--- src/rtl/regs_status_snap_pkg.sv ---
`default_nettype none
// +----------------------------------------------------------------------+
// | Package : regs_snap_pkg                                               |
// | Purpose : Shared constants for the status/snapshot read responder:    |
// |           register slot addresses, handshake FSM encoding and the     |
// |           acknowledge-delay legality check.                           |
// | Ports   : none (package)                                              |
// | Rev     : 1.0 - initial release                                       |
// +----------------------------------------------------------------------+
package regs_snap_pkg;

  // Register slot addresses
  localparam int C_ADR_STAT = 10;
  localparam int C_ADR_ERR  = 11;
  localparam int C_ADR_FRM0 = 12;

  // Width of the acknowledge delay counter (delays 1..15)
  localparam int C_DLY_W = 4;

  typedef enum logic [1:0] {
    ST_IDLE = 2'd0,
    ST_BUSY = 2'd1,
    ST_HOLD = 2'd2
  } hs_state_e;

  function automatic bit ack_dly_ok(input int dly);
    return (dly >= 1) && (dly <= 15);
  endfunction

endpackage
`default_nettype wire

--- src/rtl/regs_status_snap_evt_ctr.sv ---
`default_nettype none
// +----------------------------------------------------------------------+
// | Module  : snap_evt_ctr                                                |
// | Purpose : Event counter of parameterised width. Counts INC_i pulses,  |
// |           either wrapping or saturating at all-ones (C_SAT).          |
// |           CLR_i restarts the count; a coincident INC_i counts as 1.   |
// | Ports   : CK_i clock, RST_i sync active-high reset, CLR_i sync clear, |
// |           INC_i increment strobe, CNT_o registered count.             |
// | Rev     : 1.0 - initial release                                       |
// +----------------------------------------------------------------------+
module snap_evt_ctr #(
  parameter int C_W   = 8,
  parameter bit C_SAT = 1'b0
) (
  input  logic           CK_i,
  input  logic           RST_i,
  input  logic           CLR_i,
  input  logic           INC_i,
  output logic [C_W-1:0] CNT_o
);

  logic [C_W-1:0] cnt_q;
  logic [C_W-1:0] cnt_d;

  always_comb begin
    cnt_d = cnt_q;
    if (CLR_i) begin
      cnt_d = C_W'(INC_i);
    end else if (INC_i) begin
      if (C_SAT && (&cnt_q)) begin
        cnt_d = cnt_q;
      end else begin
        cnt_d = cnt_q + C_W'(1);
      end
    end
  end

  always_ff @(posedge CK_i) begin
    if (RST_i) begin
      cnt_q <= '0;
    end else begin
      cnt_q <= cnt_d;
    end
  end

  assign CNT_o = cnt_q;

endmodule
`default_nettype wire

--- src/rtl/regs_status_snap.sv ---
`default_nettype none
// +----------------------------------------------------------------------+
// | Module  : regs_status_snap                                            |
// | Purpose : Read-side responder for the UART register bridge. Counts    |
// |           frame and error strobes and exposes them as byte registers  |
// |           10..15 with a coherent 32-bit frame-count snapshot.         |
// | Ports   : CK_i/RST_i clock and sync active-high reset;                |
// |           ADRs_i/RD_REQ_i read address and request level;             |
// |           RD_ACK_o acknowledge (1 = idle/data valid);                 |
// |           RDATss_o flat registered read-data bus, slot k=[k*8 +: 8];  |
// |           FRAME_STB_i / ERR_STB_i one-cycle event strobes.            |
// | Config  : REGS_SNAP_ERRCLR_EN - read of address 11 clears the error   |
// |           counter (clear-on-read). Undefined: reset-only clear.       |
// | Rev     : 1.0 - initial release                                       |
// +----------------------------------------------------------------------+
module regs_status_snap
  import regs_snap_pkg::*;
#(
  parameter int C_DAT_W   = 8,
  parameter int C_ADR_W   = 4,
  parameter int C_ACK_DLY = 3
) (
  input  logic                            CK_i,
  input  logic                            RST_i,
  input  logic [C_ADR_W-1:0]              ADRs_i,
  input  logic                            RD_REQ_i,
  output logic                            RD_ACK_o,
  output logic [(2**C_ADR_W)*C_DAT_W-1:0] RDATss_o,
  input  logic                            FRAME_STB_i,
  input  logic                            ERR_STB_i
);

  generate
    if (!ack_dly_ok(C_ACK_DLY) || (C_DAT_W != 8) || (C_ADR_W != 4)) begin : g_bad_cfg
      $error("regs_status_snap: unsupported parameter set");
    end
  endgenerate

  hs_state_e          state_q, state_d;
  logic [C_DLY_W-1:0] dly_q, dly_d;
  logic               req_q;
  logic               req_vld_q;
  logic               accept;
  logic               err_clr;
  logic [31:0]        frm_cnt;
  logic [7:0]         err_cnt;
  logic [31:0]        snap_q;
  logic [7:0]         err_rd_q;
  logic               frame_seen_q;
  logic               err_sat;

  // req_q only reflects a real sample of RD_REQ_i once req_vld_q is set;
  // this keeps a request held across reset from looking like a new edge.
  logic req_rise;
  assign req_rise = RD_REQ_i & ~req_q & req_vld_q;

  always_comb begin
    state_d  = state_q;
    dly_d    = dly_q;
    accept   = 1'b0;
    RD_ACK_o = 1'b1;
    case (state_q)
      ST_IDLE: begin
        if (req_rise) begin
          accept  = 1'b1;
          state_d = ST_BUSY;
          dly_d   = C_DLY_W'(C_ACK_DLY - 1);
        end
      end
      ST_BUSY: begin
        RD_ACK_o = 1'b0;
        if (dly_q == '0) begin
          state_d = RD_REQ_i ? ST_HOLD : ST_IDLE;
        end else begin
          dly_d = dly_q - C_DLY_W'(1);
        end
      end
      ST_HOLD: begin
        if (!RD_REQ_i) begin
          state_d = ST_IDLE;
        end
      end
      default: state_d = ST_IDLE;
    endcase
  end

`ifdef REGS_SNAP_ERRCLR_EN
  assign err_clr = accept && (ADRs_i == C_ADR_W'(C_ADR_ERR));
`else
  assign err_clr = 1'b0;
`endif

  snap_evt_ctr #(.C_W(32), .C_SAT(1'b0)) u_frm_ctr (
    .CK_i  (CK_i),
    .RST_i (RST_i),
    .CLR_i (1'b0),
    .INC_i (FRAME_STB_i),
    .CNT_o (frm_cnt)
  );

  snap_evt_ctr #(.C_W(8), .C_SAT(1'b1)) u_err_ctr (
    .CK_i  (CK_i),
    .RST_i (RST_i),
    .CLR_i (err_clr),
    .INC_i (ERR_STB_i),
    .CNT_o (err_cnt)
  );

  assign err_sat = &err_cnt;

  always_ff @(posedge CK_i) begin
    if (RST_i) begin
      state_q      <= ST_IDLE;
      dly_q        <= '0;
      req_q        <= 1'b0;
      req_vld_q    <= 1'b0;
      snap_q       <= '0;
      err_rd_q     <= '0;
      frame_seen_q <= 1'b0;
    end else begin
      state_q      <= state_d;
      dly_q        <= dly_d;
      req_q        <= RD_REQ_i;
      if (!RD_REQ_i) begin
        req_vld_q <= 1'b1;
      end
      frame_seen_q <= frame_seen_q | FRAME_STB_i;
      if (accept) begin
        // Error byte is the pre-edge count, so a clear-on-read returns it.
        err_rd_q <= err_cnt;
        // Snapshot includes a frame strobe landing on the acceptance edge.
        if (ADRs_i == C_ADR_W'(C_ADR_FRM0)) begin
          snap_q <= frm_cnt + 32'(FRAME_STB_i);
        end
      end
    end
  end

  always_comb begin
    RDATss_o = '0;
    RDATss_o[C_ADR_STAT*C_DAT_W +: 8]     = {6'b0, err_sat, frame_seen_q};
    RDATss_o[C_ADR_ERR*C_DAT_W +: 8]      = err_rd_q;
    RDATss_o[C_ADR_FRM0*C_DAT_W +: 8]     = snap_q[7:0];
    RDATss_o[(C_ADR_FRM0+1)*C_DAT_W +: 8] = snap_q[15:8];
    RDATss_o[(C_ADR_FRM0+2)*C_DAT_W +: 8] = snap_q[23:16];
    RDATss_o[(C_ADR_FRM0+3)*C_DAT_W +: 8] = snap_q[31:24];
  end

endmodule
`default_nettype wire

--- config.mk ---
export PLATFORM = sky130hd
export DESIGN_NAME = regs_status_snap
export DESIGN_NICKNAME = d
export VERILOG_FILES = /design/src/rtl/regs_status_snap_pkg.sv /design/src/rtl/regs_status_snap_evt_ctr.sv /design/src/rtl/regs_status_snap.sv
export SDC_FILE = /design/constraint.sdc
export NUM_CORES = 1
export LEC_CHECK = 0
export CORE_AREA = 2 2 145 76
export CTS_CLUSTER_DIAMETER = 100
export DETAILED_ROUTE_END_ITERATION = 16
export DIE_AREA = 0 0 147 78
export GPL_ROUTABILITY_DRIVEN = 0
export HOLD_SLACK_MARGIN = 0.06
export PLACE_DENSITY_LB_ADDON = 0.05
export REMOVE_ABC_BUFFERS = 1
export SLEW_MARGIN = 0
export SYNTH_ARGS = -nofsm -noshare
export SYNTH_HDL_FRONTEND = slang
export SYNTH_SLANG_ARGS = --single-unit
--- constraint.sdc ---
create_clock -name CK_i -period 2.39 [get_ports CK_i]
set_input_delay 0.3585 -clock CK_i [delete_from_list [all_inputs] [get_ports CK_i]]
set_output_delay 0.3585 -clock CK_i [all_outputs]
set_load 0.01 [all_outputs]
# Word-level counts from Yosys, hierarchy flattened
# Cells that the tools add are included.
# word_totals
regBits	89
elab_cells	44
in_bits	9
# op_classes
eq_ne	7
bitwise_logic	5
n_reduce_logical	8
n_addsub	4
muxes	11
# op_table
op	count
$add A32 B1 Y32	1
$add A32 B1 Y32 const B	1
$add A8 B1 Y8 const B	1
$mux W2	4
$mux W4	2
$ne A2 B2 Y1 const B	4
$pmux W4 S2	1
$reduce_and A8 Y1	1
$pmux W2 S3	1
$reduce_and A3 Y1	2
$eq A4 B4 Y1 const B	1
$logic_not A4 Y1	1
$reduce_and A2 Y1	2
$sub A4 B1 Y4 const B	1
$mux W1	3
$and A1 B1 Y1	2
$eq A2 B1 Y1 const B	1
$eq A2 B2 Y1 const B	1
$logic_not A2 Y1	1
$not A1 Y1	2
$reduce_bool A2 Y1	1
$or A1 B1 Y1	1

# Longest topological paths before layout
# logic_depth
depth_word	6
ltp_mapped	7
depth_no_buf	7

# Cells and area by module
# From an unflattened synthesis, not the netlist that was laid out.
# hier_totals
hier_cells	629
hier_area_um2	5360.1
# modules_own_cells
module	seq_area_each_um2	cells_each	area_per_inst_um2	n_inst
regs_status_snap	980.9	396	3309.4	1
snap_evt_ctr at u_frm_ctr	640.6	183	1614.0	1
snap_evt_ctr at u_err_ctr	160.2	50	436.7	1

# Worst setup path after synthesis
# Ideal clock, no wire load.
# synth_timing
kind	register to register
from	register state_q[1]
to	register snap_q[10]
period_less_slack_ns	1.755
path_buffers	1
t_required_ns	2.244
arrival_time_ns	1.609
setup_slack_ns	0.635
stages_incl_launch_ff	6
cell_sequence	dfxtp_1 nor4b_4 nand2_2 nor4_4 buf_4 a211oi_2
# synth_between
elab_chain_len	3
# synth_rtl
element	line	text
from (decl)	regs_status_snap.sv:39	hs_state_e state_q, state_d;
from (signal assigned)	regs_status_snap.sv:121	state_q <= state_d;
$logic_not A2 Y1	regs_status_snap.sv:62	case (state_q)
$mux W1	regs_status_snap.sv:62	
$reduce_and A2 Y1 (no line)	--	
to (signal assigned)	regs_status_snap.sv:133	snap_q <= frm_cnt + 32'(FRAME_STB_i);
to (decl)	regs_status_snap.sv:47	logic [31:0] snap_q;
# No other way between the ends.
# A chain may end at the register's enable or synchronous reset.

# Worst setup path after layout
# layout_timing
from	register u_err_ctr.cnt_q[4], in the netlist u_err_ctr.CNT_o[4]
to	output port RDATss_o[81]
# layout_between
elab_chain_len	1
# layout_rtl
element	line	text
from (decl)	regs_status_snap_evt_ctr.sv:22	logic [C_W-1:0] cnt_q;
from (signal assigned)	regs_status_snap_evt_ctr.sv:42	cnt_q <= cnt_d;
$reduce_and A8 Y1	regs_status_snap.sv:109	assign err_sat = &err_cnt;
to (decl)	regs_status_snap.sv:28	output logic [(2**C_ADR_W)*C_DAT_W-1:0] RDATss_o,
# No other way between the ends.

==> impl_metrics.ini <==
[power_and_ir_drop]
leakagePower_nw = 2.04
total_power_mw = 3.25
ir_drop_mv = 0.347
power_density_nw_per_um2 = 577

[global_routing]
antenna_found_initial = 0
grt_pass1_vias = 3282
grt_use_total_pct = 16.9
grt_pass1_wl_um = 15700
grt_max_degree = 72
grt_overflow_total = 0

[worst_setup_path]
end_kind = output port
path_max_fanout = 7
arrival_ns = 1.82
startpoint_type = flip-flop
worstSetupPathType = flip-flop to output port
path_delay_family = buffers and inverters
required_ns = 2.03
cp_slowest_stage_delay_ns = 0.55
worstPathBufferInverterCount = 1
cp_slowest_cell = clkdlybuf4s50_1
path_cells = and4_1, nand2_1, nor2_1, clkdlybuf4s50_1

[sta]
hold_viol_final = 0
grt_setup_unrepaired = false
setup_viol = 0
fmax_mhz = 459
period_minus_slack_ns = 2.18
slew_violations = 0
skew_ns = 0.00560
slew_headroom_pct = 65.4
worstMarginPinSlew_ns = 0.519
fin_ws_ns = 0.209
holdWs_ns = 0.349
fin_crit_sh_pct = 91.2

[layout]
multiInputGateArea_um2 = 2620
n_antenna_cell = 0
register_area_um2 = 1780
area_growth_pct = 14.3
nNetsFinal = 628
drive_above_1_share_pct = 12.4
fillers = 981

[yosys]
synth_area_leaders = dfxtp_1 36%, buf_4 14%, a211oi_2 7.6%
synthFlopType = dfxtp_1
ys_ff_latch = 89
synthArstFlopShare_pct = 0
synth_top_area_share_pct = 36.2
yosysMostFrequentCell = buf_4
synth.distinct_cells = 38
yosys.area.top_type = dfxtp_1
yosysSeqAreaShare_pct = 36.2
postSynthCellCount = 559
synth_warnings = 0
synth_edf_count = 0
syn_area_per_cell_um2 = 8.81
netlist_top_cells_count = 91 x buf_4, 89 x dfxtp_1, 77 x nor2_1, 35 x xor2_1, 33 x nand2_1
syn_area_um2 = 4930

[cts]
numCtsBuffers = 9
cts_root_buffer = clkbuf_16
htreeDepth = 3
insertion_delay_ns = 0.34
post_cts_resized = 0
cts.clk_slew.worst_paths_ns = 0.06
cts_tree = built
clkSinkCount = 89
cts_hold_buf = 0
ctsLongestPathBuffers = 2
postCtsSetupRepairBufs = 0

[run_status]
status = complete, no violations

[routing]
vias = 3567
first_pass_iters = 4
drc = 0
drt_iter0_markers = 148
drt_wl_total_um = 9220
routed_via_density = 4.72
routedWlPerCell_um = 12.2
ant_nets = 0

[worst_hold_path]
hp-class = primary input to flip-flop

[floorplanning]
core_um2 = 10100
fp.dieH_um = 78
top_level_ports = 138
dieArea_um2 = 11500
fp.dieW_um = 147
rows = 26
start_util_pct = 48.8

[placed_design]
io_buffers = 51
dp_hpwl_um = 6500
preCtsSetupSlack_ns = 0.0306

[flow_run]
drv_cap = 0
## per-stage QoR
step | util [%] | setup TNS, ns | instance area, um2 | cells
after global placement | 52.7 | 0 | 5310 | 741
after global routing | 55.8 | 0 | 5630 | 755
final | 55.8 | 0 | 5630 | 755
after CTS | 55.8 | 0 | 5630 | 755
after floorplan | - | -30.95 | 4420 | 526
after detailed placement | 52.7 | 0 | 5310 | 741
## power by group
group	leakage, nW	switching [mW]	internal, mW
Clock	0.157	0.561	0.960
Combinational	1.16	0.141	0.0649
Sequential	0.719	0.0190	1.50
Total	2.04	0.721	2.53
## cells in the final DEF, fill, tap and decap left out, drive strengths merged, types with 6 or more instances in the layout
cell	instances
buf	25
and3	8
and4	12
nor2	77
inv	6
o21ai	7
nor4	6
nor3	11
nand2	34
conb	86
clkdlybuf4s50	50
dfxtp	89
ha	7
xnor2	27
a21oi	17
clkbuf	11
a211oi	31
nand4	19
xor2	35
nand3	27
## flip-flops by register name, summed over array words and instances, names as in the netlist
signal           count
dly_q                4
err_rd_q             8
frame_seen_q         1
req_q                1
req_vld_q            1
snap_q              32
state_q              2
u_err_ctr.CNT_o      8
u_frm_ctr.CNT_o     32
## cell families (layout without fill, tap and decap cells)
logic type	count (synthesis)	after routing	synth area share [%]
AND/OR/NAND/NOR	213	213	22.3
other	1	86	0.0761
flip-flops	89	89	36.2
XOR/XNOR	62	62	11.0
buffers and inverters	125	96	17.2
multiplexers	4	4	0.813
AO/OA/AOI/OAI	58	58	10.6
adder cells (fa/ha/maj)	7	7	1.78
## path summary, 6_finish.rpt
kind / end / depth (start not counted) / startpoint / slack (ns)
hold reg to reg: err_rd_q[4]$_SDFFE_PP0P_ / 2 / err_rd_q[4]$_SDFFE_PP0P_ / 0.45
setup reg to reg: snap_q[19]$_SDFFE_PP0P_ / 5 / u_frm_ctr.CNT_o[14]$_SDFFE_PP0P_ / 0.50
hold / removal: err_rd_q[2]$_SDFFE_PP0P_ / 2 / RST_i / 0.35
setup / recovery: RDATss_o[81] / 4 / u_err_ctr.CNT_o[4]$_SDFFE_PP0P_ / 0.21
## per-layer routing
| layer | vias to the layer above | GRT usage (%) | wire length [um] |
|---|---|---|---|
| met5 | - | 0 | 0 |
| met4 | 0 | 3.75 | 27 |
| met3 | 2 | 5.71 | 587 |
| met2 | 102 | 28.1 | 4100 |
| met1 | 1634 | 21.3 | 4510 |
| li1 | 1829 | - | - |
## area by class of cell
class	instances	share of cell area, %
Inverter	7	0.467
Clock inverter	3	1.16
Multi-Input combinational cell	430	46.5
Timing Repair Buffer	75	12.7
Clock buffer	11	4.49
Tap cell	140	3.11
Sequential cell	89	31.6
Note: power is estimated with default switching activity, not from simulation.
